<file path="src/rtl/eth_regport_pkg.sv">
// Shared constants, FSM state type and address-window helper for the
// CtrlPort-to-register-port initiator.
package eth_regport_pkg;

  localparam logic [1:0] CTRLPORT_STS_OKAY   = 2'd0;
  localparam logic [1:0] CTRLPORT_STS_CMDERR = 2'd1;

  typedef enum logic [1:0] {
    IDLE    = 2'd0,
    WR_ACK  = 2'd1,
    RD_WAIT = 2'd2,
    RESP    = 2'd3
  } state_t;

  // True when addr falls in the 2^awidth-byte window that starts at base.
  function automatic logic window_match(input logic [19:0] addr,
                                        input logic [19:0] base,
                                        input int          awidth);
    logic [19:0] mask;
    mask = ~((20'd1 << awidth) - 20'd1);
    return ((addr & mask) == (base & mask));
  endfunction

endpackage

</file>
<file path="src/rtl/eth_regport_initiator.sv">
// Bridges CtrlPort requests onto a pulsed register port (write/read strobes,
// read response with timeout) and returns a CtrlPort ack with status.
module eth_regport_initiator
  import eth_regport_pkg::*;
#(
  parameter int          REG_AWIDTH = 14,
  parameter logic [19:0] BASE       = 20'h00000,
  parameter int          TIMEOUT    = 255
) (
  input  logic                  bus_clk,
  input  logic                  bus_rst,
  input  logic                  s_ctrlport_req_wr,
  input  logic                  s_ctrlport_req_rd,
  input  logic [19:0]           s_ctrlport_req_addr,
  input  logic [31:0]           s_ctrlport_req_data,
  output logic                  s_ctrlport_resp_ack,
  output logic [1:0]            s_ctrlport_resp_status,
  output logic [31:0]           s_ctrlport_resp_data,
  output logic                  reg_wr_req,
  output logic [REG_AWIDTH-1:0] reg_wr_addr,
  output logic [31:0]           reg_wr_data,
  output logic                  reg_rd_req,
  output logic [REG_AWIDTH-1:0] reg_rd_addr,
  input  logic                  reg_rd_resp,
  input  logic [31:0]           reg_rd_data,
  output logic                  req_dropped
);

  localparam int            CW        = (TIMEOUT < 1) ? 1 : $clog2(TIMEOUT + 1);
  localparam logic [CW-1:0] TIMEOUT_C = CW'(TIMEOUT);

  state_t          state_r;
  state_t          state_s;
  logic [CW-1:0]   cnt_r;
  logic [CW-1:0]   cnt_s;
  logic            ack_s;
  logic [1:0]      status_s;
  logic [31:0]     data_s;
  logic            wr_req_s;
  logic            rd_req_s;
  logic            load_wr_s;
  logic            load_rd_s;
  logic            dropped_s;
  logic            in_win_s;
  logic            req_any_s;

  assign in_win_s  = window_match(s_ctrlport_req_addr, BASE, REG_AWIDTH);
  assign req_any_s = s_ctrlport_req_wr | s_ctrlport_req_rd;

  // Next-state and next-output decode.
  always_comb begin
    state_s   = state_r;
    cnt_s     = cnt_r;
    ack_s     = 1'b0;
    status_s  = CTRLPORT_STS_OKAY;
    data_s    = 32'h0000_0000;
    wr_req_s  = 1'b0;
    rd_req_s  = 1'b0;
    load_wr_s = 1'b0;
    load_rd_s = 1'b0;
    dropped_s = 1'b0;
    case (state_r)
      IDLE: begin
        if (s_ctrlport_req_wr && s_ctrlport_req_rd) begin
          ack_s    = 1'b1;
          status_s = CTRLPORT_STS_CMDERR;
        end else if (s_ctrlport_req_wr) begin
          if (in_win_s) begin
            wr_req_s  = 1'b1;
            load_wr_s = 1'b1;
            state_s   = WR_ACK;
          end else begin
            ack_s    = 1'b1;
            status_s = CTRLPORT_STS_CMDERR;
          end
        end else if (s_ctrlport_req_rd) begin
          if (in_win_s) begin
            rd_req_s  = 1'b1;
            load_rd_s = 1'b1;
            cnt_s     = {CW{1'b0}};
            state_s   = RD_WAIT;
          end else begin
            ack_s    = 1'b1;
            status_s = CTRLPORT_STS_CMDERR;
          end
        end else begin
          state_s = IDLE;
        end
      end
      WR_ACK: begin
        dropped_s = req_any_s;
        ack_s     = 1'b1;
        state_s   = IDLE;
      end
      RD_WAIT: begin
        dropped_s = req_any_s;
        // A response in the timeout cycle still wins; counting starts after the strobe cycle.
        if (reg_rd_resp) begin
          ack_s   = 1'b1;
          data_s  = reg_rd_data;
          state_s = RESP;
        end else if (cnt_r == TIMEOUT_C) begin
          ack_s    = 1'b1;
          status_s = CTRLPORT_STS_CMDERR;
          state_s  = RESP;
        end else if (!reg_rd_req) begin
          cnt_s = cnt_r + {{(CW-1){1'b0}}, 1'b1};
        end else begin
          cnt_s = cnt_r;
        end
      end
      RESP: begin
        dropped_s = req_any_s;
        state_s   = IDLE;
      end
      default: begin
        state_s = IDLE;
      end
    endcase
  end

  // State and timeout counter registers.
  always_ff @(posedge bus_clk) begin
    if (bus_rst) begin
      state_r <= IDLE;
      cnt_r   <= {CW{1'b0}};
    end else begin
      state_r <= state_s;
      cnt_r   <= cnt_s;
    end
  end

  // Registered outputs; register-port address/data hold until the next accepted request.
  always_ff @(posedge bus_clk) begin
    if (bus_rst) begin
      s_ctrlport_resp_ack    <= 1'b0;
      s_ctrlport_resp_status <= CTRLPORT_STS_OKAY;
      s_ctrlport_resp_data   <= 32'h0000_0000;
      reg_wr_req             <= 1'b0;
      reg_rd_req             <= 1'b0;
      reg_wr_addr            <= {REG_AWIDTH{1'b0}};
      reg_wr_data            <= 32'h0000_0000;
      reg_rd_addr            <= {REG_AWIDTH{1'b0}};
      req_dropped            <= 1'b0;
    end else begin
      s_ctrlport_resp_ack    <= ack_s;
      s_ctrlport_resp_status <= status_s;
      s_ctrlport_resp_data   <= data_s;
      reg_wr_req             <= wr_req_s;
      reg_rd_req             <= rd_req_s;
      req_dropped            <= dropped_s;
      if (load_wr_s) begin
        reg_wr_addr <= s_ctrlport_req_addr[REG_AWIDTH-1:0];
        reg_wr_data <= s_ctrlport_req_data;
      end
      if (load_rd_s) begin
        reg_rd_addr <= s_ctrlport_req_addr[REG_AWIDTH-1:0];
      end
    end
  end

endmodule
</file>
<file path="config.mk">
export PLATFORM = sky130hd
export DESIGN_NAME = eth_regport_initiator
export DESIGN_NICKNAME = d
export VERILOG_FILES = /design/src/rtl/eth_regport_pkg.sv /design/src/rtl/eth_regport_initiator.sv
export SDC_FILE = /design/constraint.sdc
export NUM_CORES = 1
export LEC_CHECK = 0
export BUFFER_PORTS_ARGS = -buffer_cell sky130_fd_sc_hd__buf_2
export CORE_MARGIN = 1
export CORE_UTILIZATION = 40
export CTS_CLUSTER_DIAMETER = 40
export DETAILED_ROUTE_END_ITERATION = 16
export PLACE_DENSITY = 0.71
export SLEW_MARGIN = 20
export SYNTH_ARGS = -nofsm -noshare
export SYNTH_HDL_FRONTEND = slang
export SYNTH_SLANG_ARGS = --single-unit
</file>
<file path="constraint.sdc">
create_clock -name bus_clk -period 4.1 [get_ports bus_clk]
set_input_delay 0.82 -clock bus_clk [delete_from_list [all_inputs] [get_ports bus_clk]]
set_output_delay 0.82 -clock bus_clk [all_outputs]
set_load 0.005 [all_outputs]
</file>
==> results of run 1 <==
-- cell type report --
| cell class | count | area (sq um) |
|---|---|---|
| Clock buffer | 10 | 138 |
| Clock inverter | 6 | 77.6 |
| Fill cell | 865 | 4340 |
| Inverter | 1 | 3.75 |
| Multi-Input combinational cell | 287 | 1610 |
| Sequential cell | 107 | 2140 |
| Tap cell | 129 | 161 |
| Timing Repair Buffer | 188 | 948 |
-- worst max-delay path: cells and delay by family --
kind | cells | cell delay, ns
AND/OR/NAND/NOR | 3 | 1.93
buffers and inverters | 1 | 0.09
AO/OA/AOI/OAI | 1 | 0.07
-- kinds of logic (layout without fill, tap and decap cells) --
family          after synthesis  after routing  share of synthesized area
compound gates               89             89                      0.153
fa+ha+maj                     1              1                    0.00317
buf+inv                      29            205                     0.0539
flops                       107            107                      0.542
other cells                   1              1                   0.000950
simple gates                196            196                      0.246
-- synthesized netlist by cell type, drive strengths merged --
cell type  count  area share
inv            1     0.00095
a41oi          2      0.0044
or2            2      0.0032
o211a          1      0.0025
o211ai         2      0.0038
a311oi         3      0.0067
and2          32       0.051
nand3          7      0.0089
a21oi         67        0.11
nor2           8      0.0076
nand2b         3      0.0048
or4            3      0.0076
a221oi         1      0.0022
conb           1     0.00095
clkbuf        14       0.013
o31a           1      0.0022
nor4           3       0.012
buf           14       0.040
o21a           4      0.0076
nor3           6      0.0076
nand2        126        0.13
nor2b          1      0.0016
or3b           1      0.0022
nand4          1      0.0016
a211oi         2      0.0038
or3            2      0.0032
o21ai          6      0.0076
nor3b          1      0.0019
dfxtp        107        0.54
ha             1      0.0032
-- power breakdown --
group	internal, uW	switching, uW	total [uW]	leakage (uW)
Sequential	1040	1.84	1040	0.000862
Combinational	39.3	40.8	80.2	0.00124
Clock	312	374	686	0.000107
Total	1390	417	1810	0.00221
-- through the flow --
stage	std cells	area, sq um	total power, uW
floorplan	423	3950	1100
global placement	712	4860	1150
detailed placement	712	4860	1150
CTS	728	5080	1840
global route	728	5080	1890
finish	728	5080	1810
-- layer usage --
layer | routed length (um) | track usage | vias to the layer above
li1 | - | - | 1734
met4 | 118 | 0.0669 | 0
met1 | 4000 | 0.205 | 1544
met3 | 767 | 0.0504 | 10
met5 | 0 | 0 | -
met2 | 4240 | 0.310 | 157
-- how the worst max path moves through the flow --
stage	endpoint	slack (ns)	cells after the start
after floorplan	reg_rd_addr[10]	1.59	7
after global placement	reg_wr_data[0]	1.03	5
after detailed placement	reg_wr_data[6]	0.99	5
after CTS	reg_wr_data[6]	1.38	5
after global routing	reg_wr_data[19]	1.28	5
final	reg_wr_data[6]	1.38	5
-- state kept, by name, indices dropped and copies added, names as in the netlist --
register,count
s_ctrlport_resp_status,1
reg_rd_req,1
s_ctrlport_resp_ack,1
cnt_r,8
reg_rd_addr,14
reg_wr_data,32
reg_wr_addr,14
req_dropped,1
s_ctrlport_resp_data,32
reg_wr_req,1
state_r,2
==> impl_metrics.csv, run 1 <==
group,metric,value,unit
outcome,status,"finished clean",
drt,viasPerCell,4.73,
job,maxCapViolCount,0,
drt,drtIter0Drc,177,
floorplanning,io_pins,187,
logic_synthesis,yosysWarnings,0,
pwr,ir_drop,0.000161,V
setup_path,worstPathArrival,2.93,ns
logic_synthesis,netlist_area,3950,sq um
global_route,grt_first_pass_wirelength,14.4,mm
cells_and_area,nets,684,
floorplanning,rows,35,
placed_design,portBuffers,185,
setup_path,cp.required,4.31,ns
sta,skew,0.0155,ns
worst_hold_path,hold_depth,2,
logic_synthesis,synth_fp_nets,513,
logic_synthesis,synth-seq-cells,107,
floorplanning,core,9420,sq um
floorplanning,start_util,0.419,
sta,finalCriticalPeriod,2.72,ns
clock_tree,clk_pin_slew,0.10,ns
sta,grt_setup_unrepaired,"no",
setup_path,rr_worst_depth,4,
global_route,overflow,0,
sta,relSlewSlack,0.379,
cells_and_area,final_cell_mix,"185 x buf_2, 107 x dfxtp_1, 105 x nand2_1, 38 x a21oi_1, 32 x and2_1",
setup_path,cp-end-kind,"flop",
logic_synthesis,syn_inst,423,
global_route,grt_max_degree,75,
cells_and_area,mostFrequentLayoutCell,"buf_2",
drt,first_pass_iters,6,
sta,setup_tns,0,ns
sta,timing.hold.ws,0.457,ns
sta,fmax,0.367,GHz
setup_path,critPathMaxFanout,46,
pwr,p_leak,0.00221,uW
floorplanning,fp.dieW,101,um
clock_tree,postCtsSetupBuffers,0,
drt,drt-total-wl,9.13,mm
clock_tree,cts-root-buf,"clkbuf_8",
drt,drc,0,
global_route,grt_pass1_vias,3248,
sta,hold_viol_final,0,
placed_design,gp_congestion,0.779,
drt,num_vias,3445,
clock_tree,cts_buffers,9,
setup_path,start_kind,"input port",
sta,worst_slack,1.38,ns
cells_and_area,layout-drive-gt1-share,0.439,
clock_tree,htreeDepth,3,
setup_path,cp_slowest_cell,"or4_2",
placed_design,place_ws,0.986,ns
setup_path,reg2reg_from,"state_r[1]",
global_route,gr-usage-all-layers,0.177,
clock_tree,worstSkewPairLatency,0.36,ns
placed_design,dp_hpwl,6.56,mm
setup_path,worst-setup-path-type,"in -> reg",
cells_and_area,syn_to_final_growth,28.6,%
sta,worstMarginPinSlew,0.932,ns
setup_path,slowest_delay,1.09,ns
logic_synthesis,seq_area_frac_synth,0.542,
setup_path,reg2reg_to,"reg_wr_data[6]",
clock_tree,tritoncts,"yes",
setup_path,critical_path.startpoint,"s_ctrlport_req_addr[15]",
worst_hold_path,whs_endpoint,"reg_wr_data[30]",
worst_hold_path,hold_class,"reg -> reg",
worst_hold_path,hp-start,"reg_wr_data[30]",
logic_synthesis,synth.avg_cell_area,9.34,sq um
sta,maxSlewViolCount,0,
drt,ant_nets,0,
global_route,antenna_found_initial,0,
clock_tree,clock-sinks,107,
cells_and_area,utilization,0.539,
clock_tree,holdBufCountCts,0,
drt,wl_per_cell,12.5,um
logic_synthesis,ys_types,37,
pwr,power_density,357,nW/um^2
clock_tree,clock_path_buffers,2,
setup_path,crit_path_cell_trace,"buf_2 > or4_4 > or4_2 > nand2_1 > a21oi_2",
setup_path,r2r_setup_slack,1.55,ns
sta,min_period_over_period,0.664,
floorplanning,die_area,10300,sq um
cells_and_area,antenna_cells,0,
clock_tree,cts-resized-gates,0,
floorplanning,dieHeight,101,um
sta,setup_violations,0,
Note: power is estimated with default switching activity, not from simulation.
==> inputs of run 2 (changes only) <==
--- a/config.mk
+++ b/config.mk
@@ -5,6 +5,7 @@
 export SDC_FILE = /design/constraint.sdc
 export NUM_CORES = 1
 export LEC_CHECK = 0
+export ABC_AREA = 1
 export BUFFER_PORTS_ARGS = -buffer_cell sky130_fd_sc_hd__buf_2
 export CORE_MARGIN = 1
 export CORE_UTILIZATION = 40
==> constraint.sdc (replaced) <==
create_clock -name bus_clk -period 2.8 [get_ports bus_clk]
set_input_delay 0.56 -clock bus_clk [delete_from_list [all_inputs] [get_ports bus_clk]]
set_output_delay 0.56 -clock bus_clk [all_outputs]
set_load 0.005 [all_outputs]
==> run 2 against run 1 <==
Critical path depth is 2 higher. Die area is 4.0% lower. Worst setup slack worse by 0.40 ns. Highest routed layer unchanged.
==> impl_metrics.csv, run 2 <==
group,metric,value,unit
setup_path,critPathMaxFanout,33,
clock_tree,clock-sinks,107,
cells_and_area,final_cell_mix,"185 x buf_2, 123 x nor2_1, 107 x dfxtp_1, 64 x o21ai_0, 62 x inv_1",
clock_tree,cts-root-buf,"clkbuf_8",
cells_and_area,utilization,0.538,
sta,finalCriticalPeriod,1.82,ns
pwr,switchingPower,642,uW
setup_path,rr_worst_depth,7,
cells_and_area,nets,745,
pwr,power_density,531,nW/um^2
sta,setup_tns,0,ns
logic_synthesis,synth_edf_count,0,
sta,skew,0.00938,ns
sta,maxSlewViolCount,0,
global_route,overflow,0,
setup_path,cp-end-kind,"flop",
floorplanning,rows,35,
sta,min_period_over_period,0.649,
drt,num_vias,3545,
clock_tree,clk_pin_slew,0.11,ns
floorplanning,start_util,0.412,
clock_tree,clock_path_buffers,2,
pwr,p_comb_frac,0.072,
logic_synthesis,synthArstFlopShare,0,
drt,wl_per_cell,12.4,um
drt,drc,0,
sta,fmax,0.550,GHz
drt,viasPerCell,4.60,
logic_synthesis,seq_area_frac_synth,0.566,
drt,first_pass_iters,4,
worst_hold_path,hold_class,"in -> reg",
logic_synthesis,yosysWarnings,0,
floorplanning,die_area,9860,sq um
pwr,p_total,2630,uW
global_route,grt_max_degree,34,
worst_hold_path,hold_depth,3,
pwr,seq_power_share,0.590,
cells_and_area,reg_top3,"reg_wr_data (32), s_ctrlport_resp_data (32)",
pwr,clkPwrFrac,0.339,
global_route,antenna_found_initial,0,
cells_and_area,finalNonFillerCells,771,
clock_tree,cts-resized-gates,0,
floorplanning,fp.dieW,99.3,um
cells_and_area,fin_area,4950,sq um
logic_synthesis,synth.avg_cell_area,7.92,sq um
clock_tree,tritoncts,"yes",
global_route,grt_first_pass_wirelength,15.3,mm
cells_and_area,antenna_cells,0,
logic_synthesis,synth_largest_area_cell,"dfxtp_1",
sta,worstMarginPinSlew,0.524,ns
drt,drt-total-wl,9.53,mm
sta,grt_setup_unrepaired,"no",
floorplanning,io_pins,187,
logic_synthesis,yosysTopAreaCellShare,0.566,
drt,ant_nets,0,
clock_tree,holdBufCountCts,0,
logic_synthesis,synth_ff_type,"dfxtp_1",
job,maxCapViolCount,0,
logic_synthesis,ys_types,25,
logic_synthesis,yosysMostFrequentCell,"nor2_1",
placed_design,gp_congestion,0.804,
cells_and_area,layout-drive-gt1-share,0.326,
placed_design,portBuffers,185,
logic_synthesis,syn_inst,478,
setup_path,cp.required,3.05,ns
clock_tree,worstSkewPairLatency,0.36,ns
logic_synthesis,netlist_area,3790,sq um
pwr,power.internal,1990,uW
setup_path,worst-setup-path-type,"reg -> reg",
clock_tree,postCtsSetupBuffers,0,
global_route,grt_pass1_vias,3374,
clock_tree,cts_buffers,9,
setup_path,start_kind,"flop",
logic_synthesis,synth_fp_nets,568,
setup_path,worstPathArrival,2.07,ns
pwr,p_leak,0.00269,uW
floorplanning,core,9200,sq um
logic_synthesis,synth-seq-cells,107,
cells_and_area,layout.filler_cells,895,
placed_design,dpl_cell_area,4760,sq um
placed_design,dp_hpwl,7.04,mm
pwr,netSwitchingFraction,0.244,
logic_synthesis,synthTopCellsByArea,"dfxtp_1 57%, nor2_1 12%, o21ai_0 8.5%, inv_1 6.1%, a21oi_1 4.9%",
placed_design,dp_cells,755,
outcome,status,"finished clean",
sta,relSlewSlack,0.650,
sta,setup_violations,0,
cells_and_area,syn_to_final_growth,30.7,%
global_route,gr-usage-all-layers,0.193,
floorplanning,dieHeight,99.3,um
sta,hold_viol_final,0,
logic_synthesis,synth_common_cells,"123 x nor2_1, 107 x dfxtp_1, 64 x o21ai_0, 62 x inv_1, 37 x a21oi_1",
clock_tree,htreeDepth,3,
drt,drtIter0Drc,129,
pwr,ir_drop,0.000271,V
cells_and_area,mostFrequentLayoutCell,"buf_2",
run 2: area by class of cell:
| cell class | instances | area, sq um | share of cell area |
|---|---|---|---|
| Timing Repair Buffer | 190 | 963 | 0.195 |
| Clock inverter | 5 | 46.3 | 0.00935 |
| Inverter | 63 | 236 | 0.0478 |
| Multi-Input combinational cell | 284 | 1280 | 0.259 |
| Clock buffer | 11 | 141 | 0.0286 |
| Sequential cell | 107 | 2140 | 0.433 |
| Tap cell | 111 | 139 | 0.0281 |
run 2: worst paths after layout:
| path | from | end | slack (ns) |
|---|---|---|---|
| worst max-delay path | state_r[0] | reg_wr_data[17] | 0.98 |
| worst min-delay path | reg_rd_data[2] | s_ctrlport_resp_data[2] | 0.40 |
| worst max register to register | state_r[0] | reg_wr_data[17] | 0.98 |
| worst min register to register | cnt_r[7] | cnt_r[7] | 0.51 |
run 2: per-stage QoR:
step	hold slack [ns]	setup slack, ns
after floorplan	0.470	1.25
after global placement	0.482	0.709
after detailed placement	0.496	0.661
after CTS	0.379	0.974
after global routing	0.378	0.775
final	0.395	0.983
run 2: power by group through the flow:
| stage | Sequential, uW | Clock (uW) | Combinational (uW) |
|---|---|---|---|
| 2_1_floorplan | 1590 | 0 | 90.6 |
| 3_3_place_gp | 1580 | 0 | 186 |
| 3_5_place_dp | 1580 | 0 | 187 |
| 4_1_cts | 1550 | 922 | 188 |
| 5_1_grt | 1550 | 974 | 213 |
| 6_report | 1550 | 890 | 189 |
run 2: metal layers:
| layer | vias up | routed length [um] | global-route usage |
|---|---|---|---|
| met2 | 91 | 4670 | 0.332 |
| met5 | - | 0 | 0 |
| met1 | 1593 | 4200 | 0.235 |
| li1 | 1835 | - | - |
| met3 | 26 | 396 | 0.0351 |
| met4 | 0 | 263 | 0.0871 |
run 2: critical path, stage by stage (launching register included):
cell     delay, ns
dfxtp_1       0.38
nor3_2        0.26
nand2_1       0.14
nor2_4        0.11
buf_4         0.29
inv_2         0.27
nor2_1        0.18
nor2_1        0.07
run 2: cells by family (layout without fill, tap and decap cells):
| group | count (synthesis) | count (layout) | synth area share |
|---|---|---|---|
| DFF | 107 | 107 | 0.566 |
| xor gates and xnor gates | 1 | 1 | 0.00231 |
| other | 1 | 1 | 0.000990 |
| buffers and inverters | 87 | 269 | 0.0958 |
| AOI/OAI and AO/OA | 105 | 105 | 0.141 |
| adders and majority gates | 1 | 1 | 0.00330 |
| and+or+nand+nor | 176 | 176 | 0.191 |
==> inputs of run 3 (changes only) <==
==> constraint.sdc (replaced) <==
create_clock -name bus_clk -period 1.89 [get_ports bus_clk]
set_input_delay 0.378 -clock bus_clk [delete_from_list [all_inputs] [get_ports bus_clk]]
set_output_delay 0.378 -clock bus_clk [all_outputs]
set_load 0.005 [all_outputs]
==> run 3 against run 2 <==
Non-clock buffer count increased by 1. Critical path depth increased by 1. Die area unchanged. Clock power increased by 51%. Routed wire length decreased by 0.90%. Global-route usage decreased by 0.20 points. Final area increased by 0.51%. Sequential share of layout area decreased by 0.22 points. Combinational power increased by 48%. Hold slack got worse by 0.18 ns. Fmax increased by 15%. Total power increased by 49%. Critical path type unchanged.
==> impl_metrics.csv, run 3 (synthesis results as in run 2) <==
group,metric,value,unit
clock_tree,cts_buffers,9,
drt,ant_nets,0,
floorplanning,io_pins,187,
cells_and_area,finalNonFillerCells,772,
setup_path,worstPathArrival,1.82,ns
drt,first_pass_iters,5,
cells_and_area,layout-drive-gt1-share,0.328,
drt,viasPerCell,4.60,
global_route,grt_pass1_vias,3398,
sta,setup_tns,0,ns
placed_design,portBuffers,185,
sta,finalCriticalPeriod,1.57,ns
setup_path,critPathMaxFanout,11,
setup_path,path_buf_inv,0,
drt,drc,0,
sta,timing.hold.ws,0.211,ns
cells_and_area,syn_to_final_growth,31.4,%
floorplanning,fp.dieW,99.3,um
global_route,grt_first_pass_wirelength,15.2,mm
floorplanning,start_util,0.412,
sta,hold_viol_final,0,
global_route,grt_max_degree,34,
setup_path,crit_top_cell,"nor2_1",
clock_tree,clock_path_buffers,2,
sta,maxSlewViolCount,0,
sta,worstMarginPinSlew,0.569,ns
drt,num_vias,3551,
cells_and_area,final_cell_mix,"185 x buf_2, 123 x nor2_1, 107 x dfxtp_1, 64 x o21ai_0, 62 x inv_1",
sta,grt_setup_unrepaired,"no",
global_route,overflow,0,
floorplanning,rows,35,
floorplanning,core,9200,sq um
setup_path,crit_path_cell_trace,"ha_1 > nand2_1 > nor2_2 > nand3_1 > nand3_2 > nor2_1 > nor2_1 > nor2_1",
setup_path,start_kind,"flop",
drt,wl_per_cell,12.2,um
floorplanning,dieHeight,99.3,um
placed_design,gp_congestion,0.793,
drt,drt-total-wl,9.44,mm
pwr,p_leak,0.00270,uW
clock_tree,clk_pin_slew,0.11,ns
job,maxCapViolCount,0,
outcome,status,"finished clean",
placed_design,dp_cells,756,
setup_path,worst-setup-path-type,"reg -> reg",
setup_path,crit_family,"simple AND/OR/NAND/NOR gates",
cells_and_area,reg_top3,"reg_wr_data (32), s_ctrlport_resp_data (32)",
clock_tree,cts-resized-gates,0,
clock_tree,clock-sinks,107,
cells_and_area,mostFrequentLayoutCell,"buf_2",
setup_path,cp_slowest_cell,"dfxtp_1",
pwr,power_density,787,nW/um^2
clock_tree,holdBufCountCts,0,
global_route,gr-usage-all-layers,0.191,
clock_tree,htreeDepth,3,
clock_tree,tritoncts,"yes",
clock_tree,worstSkewPairLatency,0.36,ns
global_route,antenna_found_initial,0,
sta,fmax,0.635,GHz
setup_path,cp.required,2.14,ns
placed_design,dp_hpwl,6.89,mm
sta,min_period_over_period,0.833,
sta,skew,0.0166,ns
floorplanning,die_area,9860,sq um
sta,relSlewSlack,0.620,
cells_and_area,nets,746,
setup_path,r2r_setup_slack,0.32,ns
setup_path,slowest_delay,0.40,ns
setup_path,cp-end-kind,"flop",
clock_tree,cts-root-buf,"clkbuf_8",
sta,setup_violations,0,
cells_and_area,utilization,0.541,
cells_and_area,antenna_cells,0,
clock_tree,postCtsSetupBuffers,0,
drt,drtIter0Drc,116,
pwr,ir_drop,0.000537,V
worst_hold_path,hold_class,"in -> reg",
## run 3: final timing paths
| check | startpoint | cells after the start | to |
|---|---|---|---|
| worst max-delay path | cnt_r[1] | 8 | cnt_r[3] |
| worst min-delay path | reg_rd_data[10] | 3 | s_ctrlport_resp_data[10] |
| worst max register to register | cnt_r[1] | 8 | cnt_r[3] |
| worst min register to register | cnt_r[7] | 2 | cnt_r[7] |
## run 3: cell type report
| type | instances | area (sq um) |
|---|---|---|
| flip-flops and latches | 107 | 2140 |
| well taps | 111 | 139 |
| clock buffers | 9 | 124 |
| repair buffers | 191 | 983 |
| fillers | 904 | 4220 |
| clock inverters | 7 | 68.8 |
| inverters | 63 | 236 |
| multi-input cells | 284 | 1280 |
## run 3: per-stage QoR
stage                     area [sq um]  setup WS (ns)  power (uW)
after floorplan                   3790          0.521        2490
after global placement            4780          0.241        2620
after detailed placement          4780          0.205        2620
after CTS                         4980          0.333        3980
after global routing              4980          0.141        4100
final                             4980          0.316        3920
## run 3: report_power, final
part	internal [uW]	total, uW	switching, uW
clock network	514	1340	827
logic	125	279	154
registers	2280	2300	13.1
## run 3: per-layer routing
metal	vias up	share of wire	track usage
met5	-	0	0
met4	0	0.017	0.0803
met3	14	0.048	0.0548
met2	88	0.48	0.316
met1	1607	0.45	0.233
li1	1842	-	-
## run 3: worst min-delay path, stage by stage
cell	delay, ns
buf_2	0.09
inv_1	0.04
nor2_1	0.03
